## src/rtl/div_sequencer.sv

```systemverilog
// Iterative RV32M div/divu/rem/remu unit: radix-2 restoring divider, one quotient bit per cycle.
// Optional DIV_EARLY_OUT_EN: divide-by-zero and signed overflow complete directly from accept.
module div_sequencer #(
  parameter int XLEN  = 32,
  parameter int TAG_W = 5
) (
  input  logic             CLK,
  input  logic             RSTN,
  input  logic             IN_VALID,
  output logic             IN_READY,
  input  logic [1:0]       OP,
  input  logic [XLEN-1:0]  RS1_VAL,
  input  logic [XLEN-1:0]  RS2_VAL,
  input  logic [TAG_W-1:0] IN_TAG,
  input  logic             KILL,
  output logic             OUT_VALID,
  input  logic             OUT_READY,
  output logic [XLEN-1:0]  RESULT,
  output logic [TAG_W-1:0] OUT_TAG,
  output logic             BUSY
);

  typedef enum logic [1:0] {
    S_IDLE = 2'd0,
    S_CALC = 2'd1,
    S_FIX  = 2'd2,
    S_DONE = 2'd3
  } state_t;

  localparam int CNT_W = (XLEN > 1) ? $clog2(XLEN) : 1;
  localparam logic [CNT_W-1:0] CNT_ONE  = {{(CNT_W-1){1'b0}}, 1'b1};
  localparam logic [CNT_W-1:0] CNT_LOAD = CNT_W'(XLEN - 1);
  localparam logic [XLEN-1:0]  X_ONE    = {{(XLEN-1){1'b0}}, 1'b1};
  localparam logic [XLEN-1:0]  X_ZERO   = {XLEN{1'b0}};
  localparam logic [XLEN-1:0]  X_ONES   = {XLEN{1'b1}};

  function automatic logic [XLEN-1:0] negate(input logic [XLEN-1:0] v);
    return (~v) + X_ONE;
  endfunction

  state_t             state_q, state_d;
  logic [XLEN-1:0]    quo_q, quo_d;
  logic [XLEN-1:0]    rem_q, rem_d;
  logic [XLEN-1:0]    dvs_q, dvs_d;
  logic [CNT_W-1:0]   cnt_q, cnt_d;
  logic               rem_sel_q, rem_sel_d;
  logic               qneg_q, qneg_d;
  logic               rneg_q, rneg_d;
  logic               divz_q, divz_d;
  logic [TAG_W-1:0]   tag_q, tag_d;
  logic [XLEN-1:0]    result_q, result_d;
  logic [TAG_W-1:0]   out_tag_q, out_tag_d;
  logic               out_valid_q, out_valid_d;
  logic               busy_q, busy_d;

  logic               signed_op_s;
  logic               rs1_neg_s;
  logic               rs2_neg_s;
  logic [XLEN-1:0]    abs1_s;
  logic [XLEN-1:0]    abs2_s;
  logic               divz_s;
  logic               accept_s;
  logic [XLEN:0]      rem_sh_s;
  logic [XLEN:0]      trial_s;
  logic [XLEN-1:0]    quo_fix_s;
  logic [XLEN-1:0]    rem_fix_s;
  logic [XLEN-1:0]    fix_result_s;

  assign signed_op_s = ~OP[0];
  assign rs1_neg_s   = signed_op_s & RS1_VAL[XLEN-1];
  assign rs2_neg_s   = signed_op_s & RS2_VAL[XLEN-1];
  assign abs1_s      = rs1_neg_s ? negate(RS1_VAL) : RS1_VAL;
  assign abs2_s      = rs2_neg_s ? negate(RS2_VAL) : RS2_VAL;
  assign divz_s      = (RS2_VAL == X_ZERO);
  assign accept_s    = IN_VALID & (state_q == S_IDLE) & ~KILL;

  // The shifted partial remainder can reach 2*divisor-1, so the trial needs one extra bit.
  assign rem_sh_s = {rem_q, quo_q[XLEN-1]};
  assign trial_s  = rem_sh_s - {1'b0, dvs_q};

  // Quotient sign is dropped for divide-by-zero so the all-ones result survives.
  assign quo_fix_s    = (qneg_q && !divz_q) ? negate(quo_q) : quo_q;
  assign rem_fix_s    = rneg_q ? negate(rem_q) : rem_q;
  assign fix_result_s = rem_sel_q ? rem_fix_s : quo_fix_s;

`ifdef DIV_EARLY_OUT_EN
  logic            ovf_s;
  logic [XLEN-1:0] early_res_s;
  localparam logic [XLEN-1:0] X_MIN = {1'b1, {(XLEN-1){1'b0}}};

  assign ovf_s       = signed_op_s & (RS1_VAL == X_MIN) & (RS2_VAL == X_ONES);
  assign early_res_s = OP[1] ? (divz_s ? RS1_VAL : X_ZERO)
                             : (divz_s ? X_ONES  : RS1_VAL);
`endif

  // Next-state and datapath update for the accept/iterate/fix/handoff sequence.
  always_comb begin
    state_d     = state_q;
    quo_d       = quo_q;
    rem_d       = rem_q;
    dvs_d       = dvs_q;
    cnt_d       = cnt_q;
    rem_sel_d   = rem_sel_q;
    qneg_d      = qneg_q;
    rneg_d      = rneg_q;
    divz_d      = divz_q;
    tag_d       = tag_q;
    result_d    = result_q;
    out_tag_d   = out_tag_q;
    out_valid_d = out_valid_q;

    case (state_q)
      S_IDLE: begin
        out_valid_d = 1'b0;
        if (accept_s) begin
          quo_d     = abs1_s;
          dvs_d     = abs2_s;
          rem_d     = X_ZERO;
          cnt_d     = CNT_LOAD;
          rem_sel_d = OP[1];
          qneg_d    = rs1_neg_s ^ rs2_neg_s;
          rneg_d    = rs1_neg_s;
          divz_d    = divz_s;
          tag_d     = IN_TAG;
`ifdef DIV_EARLY_OUT_EN
          if (divz_s || ovf_s) begin
            result_d    = early_res_s;
            out_tag_d   = IN_TAG;
            out_valid_d = 1'b1;
            state_d     = S_DONE;
          end else begin
            state_d = S_CALC;
          end
`else
          state_d = S_CALC;
`endif
        end else begin
          state_d = S_IDLE;
        end
      end
      S_CALC: begin
        if (KILL) begin
          state_d = S_IDLE;
        end else begin
          quo_d = {quo_q[XLEN-2:0], ~trial_s[XLEN]};
          rem_d = trial_s[XLEN] ? rem_sh_s[XLEN-1:0] : trial_s[XLEN-1:0];
          if (cnt_q == {CNT_W{1'b0}}) begin
            state_d = S_FIX;
          end else begin
            cnt_d = cnt_q - CNT_ONE;
          end
        end
      end
      S_FIX: begin
        if (KILL) begin
          state_d = S_IDLE;
        end else begin
          result_d    = fix_result_s;
          out_tag_d   = tag_q;
          out_valid_d = 1'b1;
          state_d     = S_DONE;
        end
      end
      S_DONE: begin
        if (KILL || OUT_READY) begin
          out_valid_d = 1'b0;
          state_d     = S_IDLE;
        end else begin
          state_d = S_DONE;
        end
      end
      default: begin
        out_valid_d = 1'b0;
        state_d     = S_IDLE;
      end
    endcase

    busy_d = (state_d != S_IDLE);
  end

  // State and datapath registers; reset discards any operation in flight.
  always_ff @(posedge CLK or negedge RSTN) begin
    if (!RSTN) begin
      state_q     <= S_IDLE;
      quo_q       <= X_ZERO;
      rem_q       <= X_ZERO;
      dvs_q       <= X_ZERO;
      cnt_q       <= {CNT_W{1'b0}};
      rem_sel_q   <= 1'b0;
      qneg_q      <= 1'b0;
      rneg_q      <= 1'b0;
      divz_q      <= 1'b0;
      tag_q       <= {TAG_W{1'b0}};
      result_q    <= X_ZERO;
      out_tag_q   <= {TAG_W{1'b0}};
      out_valid_q <= 1'b0;
      busy_q      <= 1'b0;
    end else begin
      state_q     <= state_d;
      quo_q       <= quo_d;
      rem_q       <= rem_d;
      dvs_q       <= dvs_d;
      cnt_q       <= cnt_d;
      rem_sel_q   <= rem_sel_d;
      qneg_q      <= qneg_d;
      rneg_q      <= rneg_d;
      divz_q      <= divz_d;
      tag_q       <= tag_d;
      result_q    <= result_d;
      out_tag_q   <= out_tag_d;
      out_valid_q <= out_valid_d;
      busy_q      <= busy_d;
    end
  end

  assign IN_READY  = ~busy_q;
  assign BUSY      = busy_q;
  assign OUT_VALID = out_valid_q;
  assign RESULT    = result_q;
  assign OUT_TAG   = out_tag_q;

endmodule

```

## config.mk

```make
export PLATFORM = sky130hd
export DESIGN_NAME = div_sequencer
export DESIGN_NICKNAME = d
export VERILOG_FILES = /design/src/rtl/div_sequencer.sv
export SDC_FILE = /design/constraint.sdc
export NUM_CORES = 1
export LEC_CHECK = 0
export CAP_MARGIN = 20
export CORE_MARGIN = 2
export CORE_UTILIZATION = 62
export CTS_CLUSTER_SIZE = 28
export DETAILED_ROUTE_END_ITERATION = 10
export PLACE_DENSITY_LB_ADDON = 0.1
export SETUP_SLACK_MARGIN = 0.5
export SLEW_MARGIN = 20
export SYNTH_ARGS = -nofsm -noshare
export SYNTH_HDL_FRONTEND = slang
export SYNTH_SLANG_ARGS = --single-unit
```

## constraint.sdc

```tcl
create_clock -name CLK -period 6.95 [get_ports CLK]
set_clock_uncertainty 0.1 [all_clocks]
set_input_delay 0.695 -clock CLK [delete_from_list [all_inputs] [get_ports CLK]]
set_output_delay 0.695 -clock CLK [all_outputs]
set_load 0.02 [all_outputs]
```

# ---- Yosys cells after proc, flatten, opt, wreduce, memory -nomap -nowiden
# Cells that the tools add are included.
dict set report classes {
  bitwise 13
  n_addsub 6
  n_eq_ne 8
  n_lt_le_gt_ge 0
  multipliers 0
  mux 25
  n_reduce_logical 14
  shift 0
  div 0
}
# op count
set op_table {}
lappend op_table {{32-bit 2-to-1 mux} 10}
lappend op_table {{32-bit by 1-bit adder with 32-bit output, second input constant} 4}
lappend op_table {{32-bit inverter} 4}
lappend op_table {{32-bit one-hot mux with 2 select lines} 2}
lappend op_table {{33-bit by 32-bit subtractor with 33-bit output} 1}
lappend op_table {{32-bit logical NOT} 1}
lappend op_table {{5-bit 2-to-1 mux} 3}
lappend op_table {{2-bit != test, second input constant} 5}
lappend op_table {{5-bit one-hot mux with 2 select lines} 1}
lappend op_table {{2-bit 2-to-1 mux} 4}
lappend op_table {{2-bit one-hot mux with 4 select lines} 1}
lappend op_table {{3-bit AND reduction} 2}
lappend op_table {{5-bit logical NOT} 1}
lappend op_table {{5-bit by 1-bit subtractor with 5-bit output, second input constant} 1}
lappend op_table {{1-bit bitwise AND} 4}
lappend op_table {{2-bit == test, second input constant} 2}
lappend op_table {{1-bit inverter} 4}
lappend op_table {{2-bit AND reduction} 2}
lappend op_table {{4-bit AND reduction} 1}
lappend op_table {{2-bit nonzero test} 2}
lappend op_table {{1-bit 2-to-1 mux} 3}
lappend op_table {{1-bit one-hot mux with 3 select lines} 1}
lappend op_table {{3-bit nonzero test} 1}
lappend op_table {{2-bit by 1-bit == test with 1-bit output, second input constant} 1}
lappend op_table {{5 further kinds} 5}
dict set report word_totals {
  memories 0
  latchBits 0
  ramBits 0
  rom_bits 0
  register_bits 151
  input_bits 76
}

# ---- Depth between registers and ports, before layout
dict set report depth {
  depth_word 6
  mapped_depth 13
  ltp_nobuf 12
}

# ---- Least setup slack after synthesis
# OpenSTA, ideal clock, no wires.
dict set report synth_timing {
  path_kind {register -> register}
  from {reg quo_q[31]}
  to {reg rem_q[0]}
  arrival_ns 3.041
  required_time_ns 6.728
  slack_ns 3.687
  stages_incl_launch_ff 14
  path_cell_list {dfrtp_1 > inv_1 > ha_1 > fa_1 > nand2b_1 > a21oi_1 > o2111ai_1 > o21ai_0 > a21oi_1 > o21ai_1 > xor2_1 > buf_1 > nand2_1 > a32o_1}
}
dict set report synth_between {
  elab_chain_cells 4
}
# element line
set synth_rtl {}
lappend synth_rtl {{from (decl)} 42} ;# logic [XLEN-1:0] quo_q, quo_d;
lappend synth_rtl {{from (signal assigned)} 200} ;# quo_q <= quo_d;
lappend synth_rtl {{33-bit by 32-bit subtractor with 33-bit output} 79} ;# assign trial_s = rem_sh_s - {1'b0, dvs_q};
lappend synth_rtl {{32-bit 2-to-1 mux *} 146} ;# rem_d = trial_s[XLEN] ? rem_sh_s[XLEN-1:0] : trial_s[XLEN-1:0];
lappend synth_rtl {{32-bit 2-to-1 mux *} 142} ;# if (KILL) begin
lappend synth_rtl {{32-bit one-hot mux with 2 select lines *} 112} ;# case (state_q)
lappend synth_rtl {{to (signal assigned)} 201} ;# rem_q <= rem_d;
lappend synth_rtl {{to (decl)} 43} ;# logic [XLEN-1:0] rem_q, rem_d;
# Every way passes the cells marked *; elsewhere a longest branch is shown, timed or not. The select of a mux whose other input is x is not followed.
# A chain may end at the register's enable or synchronous reset.

# ---- Worst setup path in the final report
dict set report layout_timing {
  from {reg quo_q[31]}
  to {reg rem_q[18]}
}
dict set report layout_between {
  elab_chain_cells 4
}
# element line
set layout_rtl {}
lappend layout_rtl {{33-bit by 32-bit subtractor with 33-bit output} 79}
lappend layout_rtl {{32-bit 2-to-1 mux} 146}
lappend layout_rtl {{32-bit 2-to-1 mux} 142}
lappend layout_rtl {{32-bit one-hot mux with 2 select lines} 112}
# Every way passes these cells. The select of a mux whose other input is x is not followed.

==> flow_metrics.tcl <==
set metrics [dict create \
    antenna_found_initial 0 \
    hold_buffers 0 \
    clock_latency_ns 0.44 \
    n_antenna_cell 0 \
    vias_per_cell 6.16 \
    grt_pass1_vias 9194 \
    worstPathArrival_ns 4.13 \
    cts_resized 0 \
    io_buffers 115 \
    slew_headroom_pct 28.0 \
    final_max_slew_viol_count 0 \
    status "complete, no violations" \
    vias 10188 \
    synth_seq_cells 151 \
    core_um2 17100 \
    hold_viol 0 \
    drt_pass1_iterations 6 \
    pwr-share-clk_pct 21.9 \
    required_ns 7.12 \
    grt_pass1_wl_um 47400 \
    path_class "reg2reg" \
    grt_overflow 0 \
    clock_path_buffers 2 \
    crit_path_frequent_cell "a21oi_1" \
    grt_max_degree 79 \
    min_period_ns 3.95 \
    cts_root_buf "clkbuf_16" \
    cts.reportedPaths.clkPinSlew_ns 0.07 \
    total_power_mw 4.36 \
    cts_max_level 4 \
    drt-total-wl_um 29700 \
    rsz0062_at_grt "false" \
    io_pins 116 \
    cts_sinks 151 \
    synth-edff-count 0 \
    pwr-share-seq_pct 29.7 \
    swShare_pct 43.7 \
    tightest_slew_ns 1.08 \
    gp_congestion 0.940 \
    combPwrFrac_pct 48.4 \
    avgSynthCellArea_um2 8.01 \
    crit_chain "inv_1 -> ha_1 -> fa_1 -> nand2b_1 -> a21oi_1 -> o2111ai_1 -> o21ai_0 -> a21oi_1 -> o21ai_1 -> xor2_2 -> buf_4 -> mux2i_1 -> o22ai_1" \
    end_kind "flop" \
    critPathMaxStageDelay_ns 0.45 \
    ant_nets 0 \
    vdd_ir_drop_max_v 0.000367 \
    syn_area_um2 10700 \
    cp_slowest_cell "o21ai_0" \
    cts_tree "yes" \
    setup_tns_ns 0 \
    die_area_um2 18300 \
    synth_warnings 0 \
    synthDistinctLibCells 57 \
    synth_ff_type "dfrtp_1" \
    hp-class "in2async" \
    p_leak_nw 5.43 \
    rows 48 \
    cts_made_buffers 17 \
    drv_cap 0 \
    initial_core_util_pct 62.7 \
    drt_iter0_drc 1181 \
    cp-start-kind "flop" \
    synthToLayoutAreaGrowth_pct 17.9 \
    yosysSeqAreaShare_pct 35.3 \
    power_switching_mw 1.90 \
    period_share_pct 56.9 \
    drive_gt1_share_pct 4.55 \
    die_h_um 135 \
    setup_violations 0 \
    async_flop_share_pct 100 \
    die_w_um 135 \
    postCtsSetupBuffers 0 \
    pwr_density_cell_nw_per_um2 345 \
    cp_max_fo 30 \
    final_nets 1530 \
    dp_hpwl_um 22000 \
    drc_errors 0 \
    post_drt_wl_per_cell_um 18.0 \
    synth_cells 1336 \
    internal-power_mw 2.45 \
    fmax_mhz 253 \
    synth_nets 1450 \
    grt_usage_pct 32.8 \
]
## per-stage QoR
| stage | instances | utilization (%) | hold slack [ns] | area [um^2] | setup slack (ns) |
|---|---|---|---|---|---|
| after CTS | 1653 | 73.8 | 0.216 | 12600 | 3.08 |
| after floorplan | 1336 | - | 0.299 | 10700 | 3.69 |
| final | 1654 | 74.0 | 0.169 | 12600 | 3.00 |
| after global routing | 1654 | 74.0 | 0.240 | 12600 | 2.81 |
| after global placement | 1621 | 70.3 | 0.346 | 12000 | 3.30 |
| after detailed placement | 1621 | 70.3 | 0.355 | 12000 | 3.15 |
## power groups by stage
stage	Sequential [mW]	Clock (mW)	Combinational [mW]
finish	1.30	0.954	2.11
global route	1.32	0.998	2.31
CTS	1.29	0.954	2.06
detailed placement	1.30	0	2.04
global placement	1.29	0	2.01
floorplan	1.21	0	1.55
## worst paths after layout
kind / startpoint / cells past startpoint / to / slack [ns]
min in group CLK: tag_q[0] / 2 / OUT_TAG[0] / 0.37
min reg2reg: tag_q[0] / 2 / OUT_TAG[0] / 0.37
max in group asynchronous: RSTN / 3 / dvs_q[9] / 5.35
max reg2reg: quo_q[31] / 13 / rem_q[18] / 3.00
min: RSTN / 1 / quo_q[4] / 0.17
max: quo_q[31] / 13 / rem_q[18] / 3.00
## Yosys cell counts (all sizes together) (2+ instances only)
library cell | number | area (um^2)
a211oi | 5 | 37.5
a21boi | 2 | 15.0
a21o | 14 | 105
a21oi | 101 | 505
a22o | 2 | 17.5
a31oi | 8 | 50.1
a32oi | 9 | 78.8
a41oi | 2 | 17.5
and2 | 5 | 31.3
and3 | 5 | 31.3
buf | 6 | 25.0
clkbuf | 59 | 221
dfrtp | 151 | 3780
ha | 37 | 463
inv | 50 | 188
mux2i | 23 | 230
nand2 | 226 | 848
nand2b | 16 | 100
nand3 | 15 | 75.1
nand3b | 2 | 15.0
nand4 | 7 | 43.8
nor2 | 91 | 342
nor2b | 14 | 87.6
nor3 | 26 | 130
nor4 | 11 | 68.8
o211ai | 11 | 82.6
o21a | 5 | 37.5
o21ai | 180 | 901
o21bai | 4 | 30.0
o221ai | 5 | 43.8
o22ai | 4 | 25.0
o31ai | 25 | 198
o41ai | 17 | 168
or2 | 3 | 18.8
or3 | 21 | 161
or4 | 16 | 124
xnor2 | 69 | 604
xor2 | 76 | 666
## layer usage
metal,share of wire [%],vias up,global-route usage (%)
met3,7.6,56,6.10
li1,-,4859,-
met5,0,-,0
met2,45,443,49.7
met1,45,4830,48.1
met4,2.2,0,9.61
## cell type report
class	count	area (um^2)
clock inverter	14	164
multi-input combinational	1070	6520
fill	1382	4440
timing repair buffer	126	1250
tap	225	282
sequential	151	3780
clock buffer	18	439
inverter	50	188
## cells by family after synthesis
| group | synth area share, % |
|---|---|
| XOR/XNOR | 11.9 |
| flip-flops | 35.3 |
| multiplexers | 2.15 |
| AND/OR/NAND/NOR | 19.7 |
| adder cells (fa/ha/maj) | 4.52 |
| buffers and inverters | 4.06 |
| AO/OA/AOI/OAI | 22.4 |
## critical path, delay by kind of cell, from the launching register on
kind	cells	cell delay [ns]
muxes	1	0.25
AOI/OAI and AO/OA	6	1.60
and+or+nand+nor	1	0.21
buffers and inverters	2	0.50
xor gates and xnor gates	1	0.15
adders and majority gates	2	0.63
DFF	1	0.32
## registers in the layout, indices dropped and copies added, names as in the netlist
register and count:
OUT_VALID 1, tag_q 5, state_q 2, RESULT 32, rem_q 32, divz_q 1
qneg_q 1, quo_q 32, rem_sel_q 1, OUT_TAG 5, cnt_q 5, dvs_q 32
rneg_q 1, BUSY 1
## cell usage in the layout, fill, tap and decap left out, types with 13 or more instances in the layout
cell type          n
clkdlybuf4s50_1  114
xnor2_1           68
nor3_1            26
nand2_1          226
nand2b_1          16
ha_1              37
nor2_1            89
xor2_1            75
a21o_1            14
mux2i_1           23
inv_1             50
clkbuf_16         17
o41ai_1           16
o31ai_1           23
o21ai_0          170
nor2b_1           13
dfrtp_1          151
or3_1             15
nand3_1           15
a21oi_1          101
or4_1             15
(Power assumes the default switching activity.)
